`src/rtl/store_log_fifo_pkg.sv`:
```
// store_log_pkg: shared entry type, lane-mask helper and default sizes for the store log.
package store_log_pkg;
  localparam int DEPTH_DEF = 8;
  localparam int ADDR_W_DEF = 16;
  localparam int SEQ_W_DEF = 32;
  typedef struct packed {
    logic [3:0] wb_en;
    logic [ADDR_W_DEF-1:0] addr;
    logic [31:0] data;
    logic [SEQ_W_DEF-1:0] seq;
  } store_entry_t;
  function automatic logic [31:0] mask_lanes(input logic [3:0] wb_en, input logic [31:0] data);
    return data & {{8{wb_en[3]}}, {8{wb_en[2]}}, {8{wb_en[1]}}, {8{wb_en[0]}}};
  endfunction
endpackage

```
`src/rtl/store_log_fifo_if.sv`:
```
// store_log_fifo_if: head-entry handshake between the store log and its consumer.
interface store_log_fifo_if #(parameter int ADDR_W = 16, parameter int SEQ_W = 32);
  logic out_valid;
  logic out_ready;
  logic [3:0] out_wb_en;
  logic [ADDR_W-1:0] out_addr;
  logic [31:0] out_data;
  logic [SEQ_W-1:0] out_seq;
  modport master(output out_valid, out_wb_en, out_addr, out_data, out_seq, input out_ready);
  modport slave(input out_valid, out_wb_en, out_addr, out_data, out_seq, output out_ready);
endinterface

```
`src/rtl/store_log_fifo_sync_fifo.sv`:
```
// sync_fifo: count-based FIFO with a registered head that reads as zero when empty.
module sync_fifo #(
  parameter int W = 8,
  parameter int DEPTH = 8,
  localparam int PW = $clog2(DEPTH),
  localparam int CW = PW + 1
) (
  input  logic clk,
  input  logic rst,
  input  logic push,
  input  logic pop,
  input  logic [W-1:0] din,
  output logic full,
  output logic empty,
  output logic [CW-1:0] count,
  output logic [W-1:0] head
);
  logic [W-1:0] mem_q [DEPTH];
  logic [PW-1:0] wr_q, wr_d, rd_q, rd_d;
  logic [CW-1:0] cnt_q, cnt_d;
  logic do_push, do_pop;
  always_comb begin
    empty = cnt_q == '0;
    full = cnt_q == CW'(DEPTH);
    do_pop = pop & ~empty;
    // a full FIFO still takes a push when the head leaves in the same cycle
    do_push = push & (~full | do_pop);
    wr_d = do_push ? wr_q + PW'(1) : wr_q;
    rd_d = do_pop ? rd_q + PW'(1) : rd_q;
    cnt_d = cnt_q + CW'(do_push) - CW'(do_pop);
    count = cnt_q;
    head = empty ? '0 : mem_q[rd_q];
  end
  always_ff @(posedge clk or posedge rst)
    if (rst) begin
      wr_q <= '0;
      rd_q <= '0;
      cnt_q <= '0;
    end else begin
      wr_q <= wr_d;
      rd_q <= rd_d;
      cnt_q <= cnt_d;
    end
  always_ff @(posedge clk)
    if (do_push) mem_q[wr_q] <= din;
endmodule

```
`src/rtl/store_log_fifo.sv`:
```
// store_log_fifo: logs retired stores (masked, word-aligned, seq-tagged) into a FIFO for difftest.
module store_log_fifo
  import store_log_pkg::*;
#(
  parameter int DEPTH = DEPTH_DEF,
  parameter int ADDR_W = ADDR_W_DEF,
  parameter int SEQ_W = SEQ_W_DEF
) (
  input  logic clk,
  input  logic rst,
  input  logic retire,
  input  logic [3:0] st_wb_en,
  input  logic [ADDR_W-1:0] st_addr,
  input  logic [31:0] st_data,
  store_log_fifo_if.master out,
  output logic [$clog2(DEPTH):0] count,
  output logic overflow,
  output logic misaligned
);
  localparam int E_W = 4 + ADDR_W + 32 + SEQ_W;
  logic [SEQ_W-1:0] seq_q, seq_d;
  logic ovf_q, ovf_d, mis_q, mis_d;
  logic push, pop, full, empty;
  logic [E_W-1:0] din, head;
  always_comb begin
    push = retire & (|st_wb_en);
    pop = out.out_ready & ~empty;
    din = {st_wb_en, st_addr[ADDR_W-1:2], 2'b00, mask_lanes(st_wb_en, st_data), seq_q};
    seq_d = retire ? seq_q + SEQ_W'(1) : seq_q;
    ovf_d = ovf_q | (push & full & ~pop);
    mis_d = mis_q | (push & (|st_addr[1:0]));
    overflow = ovf_q;
    misaligned = mis_q;
    out.out_valid = ~empty;
    {out.out_wb_en, out.out_addr, out.out_data, out.out_seq} = head;
  end
  always_ff @(posedge clk or posedge rst)
    if (rst) begin
      seq_q <= '0;
      ovf_q <= 1'b0;
      mis_q <= 1'b0;
    end else begin
      seq_q <= seq_d;
      ovf_q <= ovf_d;
      mis_q <= mis_d;
    end
  sync_fifo #(.W(E_W), .DEPTH(DEPTH)) u_fifo (
    .clk(clk), .rst(rst), .push(push), .pop(pop), .din(din),
    .full(full), .empty(empty), .count(count), .head(head)
  );
endmodule

```
`src/flat_wrapper.sv`:
```
// flat-port wrapper written by rule: the top's interface ports become plain ports
module store_log_fifo_flat import store_log_pkg::*;
#(
  parameter int DEPTH = DEPTH_DEF,
  parameter int ADDR_W = ADDR_W_DEF,
  parameter int SEQ_W = SEQ_W_DEF
)
  (clk, rst, retire, st_wb_en, st_addr, st_data, count, overflow, misaligned, out_out_valid, out_out_wb_en, out_out_addr, out_out_data, out_out_seq, out_out_ready);
  store_log_fifo_if #(.ADDR_W(ADDR_W), .SEQ_W(SEQ_W)) out_i ();
  input  logic clk;
  input  logic rst;
  input  logic retire;
  input  logic [3:0] st_wb_en;
  input  logic [ADDR_W-1:0] st_addr;
  input  logic [31:0] st_data;
  output logic [$clog2(DEPTH):0] count;
  output logic overflow;
  output logic misaligned;
  output wire logic [$bits(out_i.out_valid)-1:0] out_out_valid;
  output wire logic [$bits(out_i.out_wb_en)-1:0] out_out_wb_en;
  output wire logic [$bits(out_i.out_addr)-1:0] out_out_addr;
  output wire logic [$bits(out_i.out_data)-1:0] out_out_data;
  output wire logic [$bits(out_i.out_seq)-1:0] out_out_seq;
  input wire logic [$bits(out_i.out_ready)-1:0] out_out_ready;
  assign out_out_valid = out_i.out_valid;
  assign out_out_wb_en = out_i.out_wb_en;
  assign out_out_addr = out_i.out_addr;
  assign out_out_data = out_i.out_data;
  assign out_out_seq = out_i.out_seq;
  assign out_i.out_ready = out_out_ready;
  store_log_fifo #(.DEPTH(DEPTH), .ADDR_W(ADDR_W), .SEQ_W(SEQ_W)) u_core (.clk(clk), .rst(rst), .retire(retire), .st_wb_en(st_wb_en), .st_addr(st_addr), .st_data(st_data), .out(out_i), .count(count), .overflow(overflow), .misaligned(misaligned));
endmodule
```
`config.mk`:
```
export PLATFORM = sky130hd
export DESIGN_NAME = store_log_fifo_flat
export DESIGN_NICKNAME = d
export VERILOG_FILES = /design/src/rtl/store_log_fifo_pkg.sv /design/src/rtl/store_log_fifo_if.sv /design/src/rtl/store_log_fifo_sync_fifo.sv /design/src/rtl/store_log_fifo.sv /design/src/flat_wrapper.sv
export SDC_FILE = /design/constraint.sdc
export NUM_CORES = 1
export LEC_CHECK = 0
export CELL_PAD_IN_SITES_DETAIL_PLACEMENT = 1
export CELL_PAD_IN_SITES_GLOBAL_PLACEMENT = 2
export CORE_ASPECT_RATIO = 0.6
export CORE_UTILIZATION = 51
export DETAILED_ROUTE_END_ITERATION = 10
export PLACE_DENSITY_LB_ADDON = 0.1
export SYNTH_ARGS = -nofsm -noshare
export SYNTH_HDL_FRONTEND = slang
export SYNTH_SLANG_ARGS = --single-unit
```
`constraint.sdc`:
```
create_clock -name clk -period 13.77 [get_ports clk]
set_clock_uncertainty 0.2 [all_clocks]
set_input_delay 2.0655 -clock clk [delete_from_list [all_inputs] [get_ports clk]]
set_output_delay 2.0655 -clock clk [all_outputs]
set_load 0.02 [all_outputs]
```
==> summary.md <==
From bottom edge to top edge, the die measures 181 um. Final clock period utilization by the worst path: 0.496. After detailed placement, the design holds a cell count of 2,083. The buffering stage count on the worst path with inverters included was 3. The cell area that synthesis handed to floorplanning was 27,100 um^2. The run gives 0.412 as the sequential share of power. The min-delay analysis places its worst path in the category reg2reg. Clock latency on the worst-skew pair, taken at its later pin, is 580 ps. The worst setup path is captured at a primary output. Cell internal power was estimated by the tool at 0.00477 W.

The depth of the most critical reg-to-reg path is 8, and the die span in x is 300 um. Yosys mapped a number of flops with a built-in enable equal to 656. The design draws 0.00695 W. TritonCTS built the clock tree. For this run, the post-layout net count is 1,513. Entering global routing, the biggest net connects 99 pins. The tools report the detailed-route DRC error count as 0. The tools report the starting utilization of the core area as 0.516. The combinational cell fraction of total power was 0.327. Setup slack on the worst reg-to-reg path comes out at 9310 ps. The tools report the number of distinct standard cells referenced by the synthesized netlist as 38. For this run, the top clock speed supported by timing is 0.146 GHz.

The tools report the post-cts hold buffer count as 0. A synthesized cell averages 21.4 um^2. Die outline area: 54,100 um^2. The critical path goes through buf_4 > buf_12 > mux4_2 > mux2i_1 > nor2_1 > clkdlybuf4s50_1. The number of sinks on the clock net is 700. The tools report the sequential cell area fraction in the yosys report as 0.767. By startpoint and endpoint, the worst setup path is classified as reg2out. The leakage power of the design was 10.7 nW; the final setup violation count was 0. The worst hold path begins at u_core.overflow$_DFF_PP0_.

The leading cell type by number of instances after synthesis was sky130_fd_sc_hd__edfxtp_1. Yosys attributes the largest share of cell area to sky130_fd_sc_hd__edfxtp_1 73%, sky130_fd_sc_hd__mux4_2 14%, sky130_fd_sc_hd__dfrtp_1 4.1%. In the synthesized netlist the dominant register cell turns out to be sky130_fd_sc_hd__edfxtp_1. The Yosys step of the flow raised 0 warnings. At the worst endpoint, the arrival time is 4560 ps. Detailed placement finished with a half-perimeter wire length of 33,300 um. The core outline area is 52,500 um^2, and the slew at the pin closest to its max-slew limit is 1100 ps. The number of max-cap violations was 0; the maximum fanout along the worst path was 98. Terminus of the critical flop-to-flop path: u_core.u_fifo.mem_q[4][3]$_DFFE_PP_. After clock tree synthesis, the clock-pin slew on the worst setup and hold paths is 60 ps. In this design, the largest share of critical-path delay is due to buffers and inverters.

The hold path depth is 1. Utilization after layout: 0.601. The logs give 60,100 um for the aggregate routed wire length and 31,600 um^2 for the final instance area. The post-synthesis async set-or-reset flop share is 0.0629, and the total of buffers placed on input and output ports is 144. The logs give 90,700 um for the first-pass GRT wire length and 65 for the number of rows in the core area. For this run the aggregate overflow at the end of global routing stands at 0. The relative contribution of the clock network to total power was 0.261; the count of final max-slew check failures was 0. Setup repair after global routing left no endpoint under its margin. For the top-level port count, the log shows 147. The worst register-to-register path begins at u_core.u_fifo.count[2]$_DFF_PP0_.

First-pass iteration count of the detailed router: 4. The detail route stage leaves a number of antenna-violating nets equal to 0. Biggest area consumer among synthesized cells: sky130_fd_sc_hd__edfxtp_1. VDD sags by at most 0.000168 V. For the placed instance area, the log shows 29,400 um^2. The number of antenna violations at the first check in global routing came out at 3. By count the netlist is led by 656 x sky130_fd_sc_hd__edfxtp_1, 164 x sky130_fd_sc_hd__mux4_2, 98 x sky130_fd_sc_hd__nor2_1. The routed layout has 12,800 vias.

The tools report the worst-case headroom to the max-slew limit as 0.268. The flow ran to the end, and the final reports show no timing, DRC or antenna violations. The synthesized design contains 700 register bits. The number of standard cells after synthesis is 1,268, and the number of setup buffers added after CTS is 0. The clock tree synthesis step divided the H-tree into 3 levels. In this run the clock root is driven by a sky130_fd_sc_hd__clkbuf_16.

The final routed wire length divided by cell count is 27.3 um, and the number of buffers on the longest clock path is 3. The placer's final routability congestion estimate came out at 0.708. The count of routing violations after the opening detailed-route iteration was 1,050; the longest individual stage delay on the worst path was 830 ps.

After the flow finishes, the layout carries non-filler instances totaling 2,204. The number of global-route vias before repair was 13,800; the final critical delay including setup and external delays was 6830 ps. The switching share of power works out to 0.314. For the count of endpoints failing hold in the final timing report, the log shows 0. For this design, the slowest cell found on the critical path is sky130_fd_sc_hd__dfrtp_4. Global router's overall resource usage: 0.230.

STA classifies the critical path startpoint as a flip-flop. Total power density per cell area: 220 nW/um^2. For the number of gates resized after cts, the log shows 0. Sink of the worst hold path: u_core.overflow$_DFF_PP0_. In the routed layout, each cell is associated on average with a via count of 5.81.

The layout overhead on the synthesized area works out to 16.4%. The share of layout cells above drive strength 1 is 0.203, and the setup total negative slack is 0 ps. Summed over all nets, the switching power comes to 0.00218 W. In this run, CTS created clock tree buffers numbering 66. For the worst setup path, the data required time is 11,500 ps.

The portion of synthesized cell area occupied by the leading cell type came out at 0.727.
[power groups by stage]
stage / logic, W / registers, W / clock network [W]
6_report: 0.00227 / 0.00286 / 0.00181
5_1_grt: 0.00243 / 0.00290 / 0.00192
3_3_place_gp: 0.00230 / 0.00289 / 0
4_1_cts: 0.00233 / 0.00287 / 0.00185
3_5_place_dp: 0.00232 / 0.00291 / 0
2_1_floorplan: 0.00150 / 0.00281 / 0
[worst max path at each step]
stage,startpoint,endpoint,cells past startpoint
5_1_grt,u_core.u_fifo.rd_q[0]$_DFFE_PP0P_,out_out_data[19],6
3_5_place_dp,st_wb_en[0],u_core.u_fifo.mem_q[5][24]$_DFFE_PP_,7
4_1_cts,u_core.u_fifo.rd_q[0]$_DFFE_PP0P_,out_out_data[19],6
2_1_floorplan,retire,u_core.u_fifo.mem_q[2][0]$_DFFE_PP_,5
6_report,u_core.u_fifo.rd_q[0]$_DFFE_PP0P_,out_out_data[19],6
3_3_place_gp,st_wb_en[0],u_core.u_fifo.mem_q[4][33]$_DFFE_PP_,7
[cell families (layout without fill, tap and decap cells)]
| logic type | count (synthesis) | count (layout) | synth area share |
|---|---|---|---|
| buffers and inverters | 69 | 299 | 0.0109 |
| muxes | 249 | 249 | 0.168 |
| AOI/OAI and AO/OA | 6 | 6 | 0.00157 |
| and+or+nand+nor | 197 | 197 | 0.0360 |
| DFF | 700 | 700 | 0.767 |
| other | 1 | 4 | 0.000138 |
| xor gates and xnor gates | 37 | 37 | 0.0120 |
| adders and majority gates | 9 | 9 | 0.00443 |
[per-layer routing]
metal | GRT usage | wire length [um]
met3 | 0.0359 | 2620
met5 | 0 | 13
met4 | 0.0586 | 1220
met1 | 0.348 | 28100
met2 | 0.353 | 28100
[state kept, by name (all words and copies together) (netlist names)]
name	flops
u_core.u_fifo.wr_q	3
u_core.overflow	1
u_core.seq_q	32
u_core.u_fifo.mem_q	656
u_core.u_fifo.count	4
u_core.misaligned	1
u_core.u_fifo.rd_q	3
[layout make-up]
| class | count | area [um^2] |
|---|---|---|
| fill | 4409 | 21000 |
| tap | 703 | 880 |
| inverter | 9 | 33.8 |
| antenna | 2 | 5.00 |
| clock inverter | 29 | 290 |
| timing repair buffer | 171 | 1660 |
| clock buffer | 90 | 1830 |
| multi-input combinational | 500 | 6060 |
| sequential | 700 | 20800 |
[per-stage QoR]
step	worst slack [ps]	hold slack (ps)
final	6940	334
after floorplan	4000	329
after global routing	6560	360
after detailed placement	6730	334
after CTS	6740	355
after global placement	6900	323
[cells in the final DEF (no fill, tap or decap), types with 12 or more instances in the layout]
master / netlist / layout
sky130_fd_sc_hd__edfxtp_1: 656 / 656
sky130_fd_sc_hd__clkbuf_1: 25 / 19
sky130_fd_sc_hd__clkbuf_16: 0 / 69
sky130_fd_sc_hd__dfrtp_1: 44 / 41
sky130_fd_sc_hd__and2_1: 33 / 32
sky130_fd_sc_hd__mux4_2: 164 / 164
sky130_fd_sc_hd__xor2_1: 15 / 15
sky130_fd_sc_hd__nor2_1: 98 / 96
sky130_fd_sc_hd__nand2_1: 23 / 23
sky130_fd_sc_hd__clkdlybuf4s50_1: 0 / 144
sky130_fd_sc_hd__buf_4: 4 / 26
sky130_fd_sc_hd__xnor2_1: 22 / 22
sky130_fd_sc_hd__mux2i_1: 82 / 82
sky130_fd_sc_hd__clkinv_1: 0 / 12
No activity file was read; power rests on OpenSTA's default activity.
